### src/rtl/up_axi_master.sv
// up_axi_master: bridges one-shot up read/write requests onto an
// AXI4-Lite master port, one transaction at a time, with a wait timeout.
module up_axi_master #(
  parameter int AXI_ADDRESS_WIDTH = 16,
  parameter int TIMEOUT = 1023
) (
  input  logic                         up_clk,
  input  logic                         up_rst,

  input  logic                         up_wreq,
  input  logic [AXI_ADDRESS_WIDTH-1:0] up_waddr,
  input  logic [31:0]                  up_wdata,
  input  logic [3:0]                   up_wstrb,
  output logic                         up_wack,
  output logic [1:0]                   up_wresp,

  input  logic                         up_rreq,
  input  logic [AXI_ADDRESS_WIDTH-1:0] up_raddr,
  output logic                         up_rack,
  output logic [31:0]                  up_rdata,
  output logic [1:0]                   up_rresp,

  output logic                         up_busy,
  output logic                         up_overrun,

  output logic                         m_axi_awvalid,
  output logic [AXI_ADDRESS_WIDTH-1:0] m_axi_awaddr,
  output logic [2:0]                   m_axi_awprot,
  input  logic                         m_axi_awready,

  output logic                         m_axi_wvalid,
  output logic [31:0]                  m_axi_wdata,
  output logic [3:0]                   m_axi_wstrb,
  input  logic                         m_axi_wready,

  input  logic                         m_axi_bvalid,
  input  logic [1:0]                   m_axi_bresp,
  output logic                         m_axi_bready,

  output logic                         m_axi_arvalid,
  output logic [AXI_ADDRESS_WIDTH-1:0] m_axi_araddr,
  output logic [2:0]                   m_axi_arprot,
  input  logic                         m_axi_arready,

  input  logic                         m_axi_rvalid,
  input  logic [31:0]                  m_axi_rdata,
  input  logic [1:0]                   m_axi_rresp,
  output logic                         m_axi_rready
);

  localparam logic [2:0] IDLE    = 3'd0;
  localparam logic [2:0] WR_REQ  = 3'd1;
  localparam logic [2:0] WR_RESP = 3'd2;
  localparam logic [2:0] RD_REQ  = 3'd3;
  localparam logic [2:0] RD_RESP = 3'd4;
  localparam logic [2:0] ACK     = 3'd5;

  localparam logic [16:0] TMO = 17'(TIMEOUT);

  logic [2:0]                   state_q, state_d;
  logic                         awvalid_q, awvalid_d;
  logic                         wvalid_q, wvalid_d;
  logic                         bready_q, bready_d;
  logic                         arvalid_q, arvalid_d;
  logic                         rready_q, rready_d;
  logic [15:0]                  cnt_q, cnt_d;
  logic                         is_rd_q, is_rd_d;
  logic                         pend_q, pend_d;
  logic                         ovr_q, ovr_d;
  logic [1:0]                   wresp_q, wresp_d;
  logic [1:0]                   rresp_q, rresp_d;
  logic [31:0]                  rdata_q, rdata_d;
  logic [AXI_ADDRESS_WIDTH-1:0] awaddr_q, awaddr_d;
  logic [AXI_ADDRESS_WIDTH-1:0] araddr_q, araddr_d;
  logic [31:0]                  wdata_q, wdata_d;
  logic [3:0]                   wstrb_q, wstrb_d;

  logic [16:0] cnt_inc;
  logic        tmo;
  logic        aw_ok;
  logic        w_ok;

  always_comb begin
    state_d   = state_q;
    awvalid_d = awvalid_q;
    wvalid_d  = wvalid_q;
    bready_d  = bready_q;
    arvalid_d = arvalid_q;
    rready_d  = rready_q;
    is_rd_d   = is_rd_q;
    pend_d    = pend_q;
    ovr_d     = ovr_q;
    wresp_d   = wresp_q;
    rresp_d   = rresp_q;
    rdata_d   = rdata_q;
    awaddr_d  = awaddr_q;
    araddr_d  = araddr_q;
    wdata_d   = wdata_q;
    wstrb_d   = wstrb_q;
    cnt_inc   = {1'b0, cnt_q} + 17'd1;
    tmo       = (cnt_inc == TMO);
    cnt_d     = cnt_inc[15:0];
    aw_ok     = !awvalid_q || m_axi_awready;
    w_ok      = !wvalid_q || m_axi_wready;

    if (state_q != IDLE && (up_wreq || up_rreq))
      ovr_d = 1'b1;

    unique case (state_q)
      IDLE: begin
        cnt_d = '0;
        if (up_wreq) begin
          awaddr_d  = up_waddr;
          wdata_d   = up_wdata;
          wstrb_d   = up_wstrb;
          awvalid_d = 1'b1;
          wvalid_d  = 1'b1;
          is_rd_d   = 1'b0;
          state_d   = WR_REQ;
          // a simultaneous read waits behind the write
          if (up_rreq) begin
            araddr_d = up_raddr;
            pend_d   = 1'b1;
          end
        end else if (up_rreq) begin
          araddr_d  = up_raddr;
          arvalid_d = 1'b1;
          is_rd_d   = 1'b1;
          state_d   = RD_REQ;
        end
      end
      WR_REQ: begin
        if (awvalid_q && m_axi_awready)
          awvalid_d = 1'b0;
        if (wvalid_q && m_axi_wready)
          wvalid_d = 1'b0;
        if (aw_ok && w_ok) begin
          bready_d = 1'b1;
          cnt_d    = '0;
          state_d  = WR_RESP;
        end else if (tmo) begin
          awvalid_d = 1'b0;
          wvalid_d  = 1'b0;
          wresp_d   = 2'b11;
          state_d   = ACK;
        end
      end
      WR_RESP: begin
        if (m_axi_bvalid && bready_q) begin
          bready_d = 1'b0;
          wresp_d  = m_axi_bresp;
          state_d  = ACK;
        end else if (tmo) begin
          bready_d = 1'b0;
          wresp_d  = 2'b11;
          state_d  = ACK;
        end
      end
      RD_REQ: begin
        if (m_axi_arready) begin
          arvalid_d = 1'b0;
          rready_d  = 1'b1;
          cnt_d     = '0;
          state_d   = RD_RESP;
        end else if (tmo) begin
          arvalid_d = 1'b0;
          rresp_d   = 2'b11;
          rdata_d   = '0;
          state_d   = ACK;
        end
      end
      RD_RESP: begin
        if (m_axi_rvalid && rready_q) begin
          rready_d = 1'b0;
          rdata_d  = m_axi_rdata;
          rresp_d  = m_axi_rresp;
          state_d  = ACK;
        end else if (tmo) begin
          rready_d = 1'b0;
          rdata_d  = '0;
          rresp_d  = 2'b11;
          state_d  = ACK;
        end
      end
      ACK: begin
        cnt_d = '0;
        if (pend_q) begin
          pend_d    = 1'b0;
          arvalid_d = 1'b1;
          is_rd_d   = 1'b1;
          state_d   = RD_REQ;
        end else begin
          state_d = IDLE;
        end
      end
      default: state_d = IDLE;
    endcase
  end

  always_ff @(posedge up_clk) begin
    if (up_rst) begin
      state_q   <= IDLE;
      awvalid_q <= 1'b0;
      wvalid_q  <= 1'b0;
      bready_q  <= 1'b0;
      arvalid_q <= 1'b0;
      rready_q  <= 1'b0;
      cnt_q     <= '0;
      is_rd_q   <= 1'b0;
      pend_q    <= 1'b0;
      ovr_q     <= 1'b0;
      wresp_q   <= '0;
      rresp_q   <= '0;
      rdata_q   <= '0;
      awaddr_q  <= '0;
      araddr_q  <= '0;
      wdata_q   <= '0;
      wstrb_q   <= '0;
    end else begin
      state_q   <= state_d;
      awvalid_q <= awvalid_d;
      wvalid_q  <= wvalid_d;
      bready_q  <= bready_d;
      arvalid_q <= arvalid_d;
      rready_q  <= rready_d;
      cnt_q     <= cnt_d;
      is_rd_q   <= is_rd_d;
      pend_q    <= pend_d;
      ovr_q     <= ovr_d;
      wresp_q   <= wresp_d;
      rresp_q   <= rresp_d;
      rdata_q   <= rdata_d;
      awaddr_q  <= awaddr_d;
      araddr_q  <= araddr_d;
      wdata_q   <= wdata_d;
      wstrb_q   <= wstrb_d;
    end
  end

  assign up_wack    = (state_q == ACK) && !is_rd_q;
  assign up_rack    = (state_q == ACK) && is_rd_q;
  assign up_wresp   = wresp_q;
  assign up_rresp   = rresp_q;
  assign up_rdata   = rdata_q;
  assign up_busy    = (state_q != IDLE) || pend_q;
  assign up_overrun = ovr_q;

  assign m_axi_awvalid = awvalid_q;
  assign m_axi_awaddr  = awaddr_q;
  assign m_axi_awprot  = 3'b000;
  assign m_axi_wvalid  = wvalid_q;
  assign m_axi_wdata   = wdata_q;
  assign m_axi_wstrb   = wstrb_q;
  assign m_axi_bready  = bready_q;
  assign m_axi_arvalid = arvalid_q;
  assign m_axi_araddr  = araddr_q;
  assign m_axi_arprot  = 3'b000;
  assign m_axi_rready  = rready_q;

endmodule

### config.mk
export PLATFORM = sky130hd
export DESIGN_NAME = up_axi_master
export DESIGN_NICKNAME = d
export VERILOG_FILES = /design/src/rtl/up_axi_master.sv
export SDC_FILE = /design/constraint.sdc
export NUM_CORES = 1
export LEC_CHECK = 0
export ABC_AREA = 1
export BUFFER_PORTS_ARGS = -buffer_cell sky130_fd_sc_hd__buf_2
export CAP_MARGIN = 20
export CORE_UTILIZATION = 35
export DETAILED_ROUTE_END_ITERATION = 8
export GPL_ROUTABILITY_DRIVEN = 1
export GPL_TIMING_DRIVEN = 0
export HOLD_SLACK_MARGIN = 0.03
export SYNTH_ARGS = -nofsm -noshare
export SYNTH_HDL_FRONTEND = slang
export SYNTH_SLANG_ARGS = --single-unit
### constraint.sdc
create_clock -name up_clk -period 4.2 [get_ports up_clk]
set_input_delay 0.21 -clock up_clk [delete_from_list [all_inputs] [get_ports up_clk]]
set_output_delay 0.21 -clock up_clk [all_outputs]
set_load 0.005 [all_outputs]
==> impl_results.md <==
- # IOs: 232
- Most frequent cells in the layout: buf_2, nand2_1, dfxtp_1
- Largest cells by area after synthesis: dfxtp_1, nand2_1, a21oi_1, nand3_1, a31oi_1
- Outcome: finished, final reports clean
- Post-Route WL: 16.83 mm
- Critical path class: reg2reg
- Worst-Margin Slew: 0.6629 ns
- Inserted Clock Buffers: 17
- Fmax: 444.1 MHz
- Worst slack at placement: 1.911 ns
- Peak supply drop: 0.3427 mV
- Initial antenna violation count: 1
- # rows: 45
- Clock Latency Late Sink: 0.41 ns
- Syn_area_per_cell: 7.334 um2
- Reg2Reg Depth: 8
- Most common cell after layout, fill and taps aside: buf_2
- Power share of the clock group: 0.330
- Residual DRC: 0
- Starting DRT DRC Count: 331
- Async set-reset flop share out of synthesis: 0
- Clock Skew: 0.007442 ns
- Post-DP HPWL: 12.52 mm
- Syn Inst Count: 759
- Logic pwr share: 0.288
- # setup viols final: 0
- P_sw: 0.001422 W
- Share of post-route cells with drive strength above 1: 0.2814
- Post-synth EDFFs: 0
- Leakage: 3.450 nW
- Gpl congestion: 0.8327
- Max cap viols: 0
- Main synth FF type: dfxtp_1
- Min-Delay Path Class: in2reg
- Rel. slew slack: 0.5574
- TNS Setup: 0 ns
- Largest net degree at the start of global routing: 17
- Detailed Routing Iterations Pass 1: 8
- #FFs+latches synth: 131
- CTS sink cnt: 131
- Postcts setup bufs: 0
- Setup slack, reg-to-reg: 1.95 ns
- Post-synth top area share: 0.4711
- CP startpoint kind: flip-flop
- CP required: 4.54 ns
- Die height: 128.1 um
- TritonCTS clock tree: yes
- Hold Path Stages: 3
- Die W: 128.1 um
- Starting Density: 0.3621
- Placed cell count: 1200
- CTS Root Cell: clkbuf_16
- Layout fillers: 1597
- Hold Path End: m_axi_wdata[22]
- First-pass GRT wire length: 26.48 mm
- Min cycle time layout: 2.252 ns
- Netlist Area Pre-Place: 5567 um2
- DRT antenna net count: 0
- Routed vias: 5925
- Non-filler cells, final: 1239
- Total track usage: 0.2049
- P&R area growth vs syn: 37.00%
- Max Root-Sink Buffers: 2
- Core ar.: 15370 um2
- Synth cell types: 38
- Final hold violation count: 0
- Worst hold start: up_wdata[22]
- Worst R2R End: m_axi_wstrb[3]
- RSZ-0062 raised after global routing: no
- Ys Warns: 0
- Max-slew violations: 0
- Arr. time, crit path: 2.59 ns
- Final period util: 0.5361
- Grt ovf: 0
- Critical Path End Type: flip-flop
- Nets: 1132
- CP max FO: 10
- Die area: 16410 um2
- Final WS setup: 1.948 ns
- Vias in the first global route: 5313
- Wirelength per Cell: 13.59 um
- Reg clk slew, reported paths: 0.05 ns
- Leading area contributor after synthesis: dfxtp_1
- Switching share of power: 0.3310
- Reg-to-reg startpoint: state_q[0]
- H-tree Lvls: 4
- IO buf count: 225
- Seq pwr share: 0.383
- DR vias/cell: 4.782
- P per Cell Area: 563.5 nW/um2
- Seq/Total Area, Yosys: 0.4711
- Pint: 0.002875 W
==> cells by family after synthesis <==
kind of cell,Yosys count,synth area share
xor+xnor,5,0.007868
other cells,1,0.0006737
flops,131,0.4711
simple gates,364,0.2832
buf+inv,86,0.06743
compound gates,170,0.1652
fa+ha+maj,2,0.004495
==> cell usage after synthesis, types with 2 or more instances <==
| cell type | n |
|---|---|
| a31oi_1 | 33 |
| nor2_4 | 2 |
| nand2_1 | 225 |
| inv_1 | 29 |
| clkbuf_1 | 34 |
| xor2_1 | 3 |
| nor3_1 | 5 |
| nand3_2 | 6 |
| nand3_1 | 60 |
| buf_2 | 6 |
| nand4_1 | 7 |
| inv_2 | 5 |
| buf_4 | 6 |
| ha_1 | 2 |
| o21ai_2 | 2 |
| nor2_2 | 3 |
| dfxtp_1 | 131 |
| buf_6 | 3 |
| nand3b_1 | 4 |
| a21oi_1 | 87 |
| buf_1 | 2 |
| o21ai_1 | 3 |
| xnor2_1 | 2 |
| nor2b_1 | 2 |
| o21ai_0 | 40 |
| nor2_1 | 45 |
==> registers in the layout, indices dropped and copies added, names as in the netlist <==
signal and flops:
cnt_q 16, state_q 3, m_axi_wdata 32, m_axi_araddr 16
m_axi_awvalid 1, m_axi_awaddr 16, up_rdata 32, m_axi_wvalid 1
up_wresp 2, up_overrun 1, pend_q 1, m_axi_bready 1
up_rresp 2, m_axi_rready 1, m_axi_arvalid 1, m_axi_wstrb 4
is_rd_q 1
==> power by group through the flow <==
stage | registers [W] | clock network, W | logic, W
final | 0.00164 | 0.00142 | 0.00124
after detailed placement | 0.00166 | 0 | 0.00124
after floorplan | 0.00168 | 0 | 0.000696
after CTS | 0.00164 | 0.00145 | 0.00125
after global placement | 0.00166 | 0 | 0.00124
after global routing | 0.00167 | 0.00150 | 0.00140
==> area by class of cell <==
type / instances / area, um2 / share of cell area
Antenna cell: 1 / 2.502 / 0.0003281
Multi-Input combinational cell: 547 / 2587 / 0.3393
Sequential cell: 131 / 2623 / 0.3439
Inverter: 35 / 131.4 / 0.01723
Clock inverter: 6 / 80.08 / 0.01050
Clock buffer: 23 / 478.0 / 0.06267
Timing Repair Buffer: 234 / 1216 / 0.1595
Tap cell: 211 / 264.0 / 0.03462
Buffer: 51 / 244.0 / 0.03199
==> worst max path at each step <==
stage | slack [ns] | endpoint | startpoint
6_report | 1.95 | m_axi_wstrb[3] | state_q[0]
5_1_grt | 1.65 | m_axi_wstrb[2] | state_q[0]
4_1_cts | 1.87 | m_axi_wstrb[3] | state_q[0]
3_5_place_dp | 1.91 | m_axi_wstrb[3] | state_q[0]
3_3_place_gp | 1.92 | m_axi_wstrb[1] | state_q[0]
2_1_floorplan | 2.42 | up_rdata[25] | cnt_q[0]
==> stage by stage <==
step	area [um2]	total power, W	hold WS (ns)	utilization
after global placement	6975	0.002900	0.4444	0.4538
after detailed placement	6975	0.002903	0.4502	0.4538
after floorplan	5585	0.002371	0.3546	-
after CTS	7624	0.004339	0.03049	0.4960
final	7626	0.004297	0.04651	0.4961
after global routing	7626	0.004574	0.03649	0.4961
==> what timing repair did <==
action,4_1_cts,5_1_grt
gates resized for setup,0,0
hold buffers,9,0
hold endpoints to repair,9,0
==> worst max-delay path: stages (launching register included) <==
cell	delay [ns]
dfxtp_1	0.33
nor2_1	0.22
nand2_1	0.14
clkinv_1	0.15
nand2_1	0.32
inv_2	0.28
clkbuf_1	0.46
nand2_1	0.11
a21oi_1	0.15
==> layer usage <==
layer	GRT usage	part of all wire	vias to the layer above	wire (um)
li1	-	-	3041	-
met1	0.2634	0.45	2679	7626
met2	0.3254	0.46	188	7729
met3	0.06886	0.074	17	1240
met4	0.05952	0.014	0	237
met5	0	0	-	0
(Power assumes the default switching activity.)
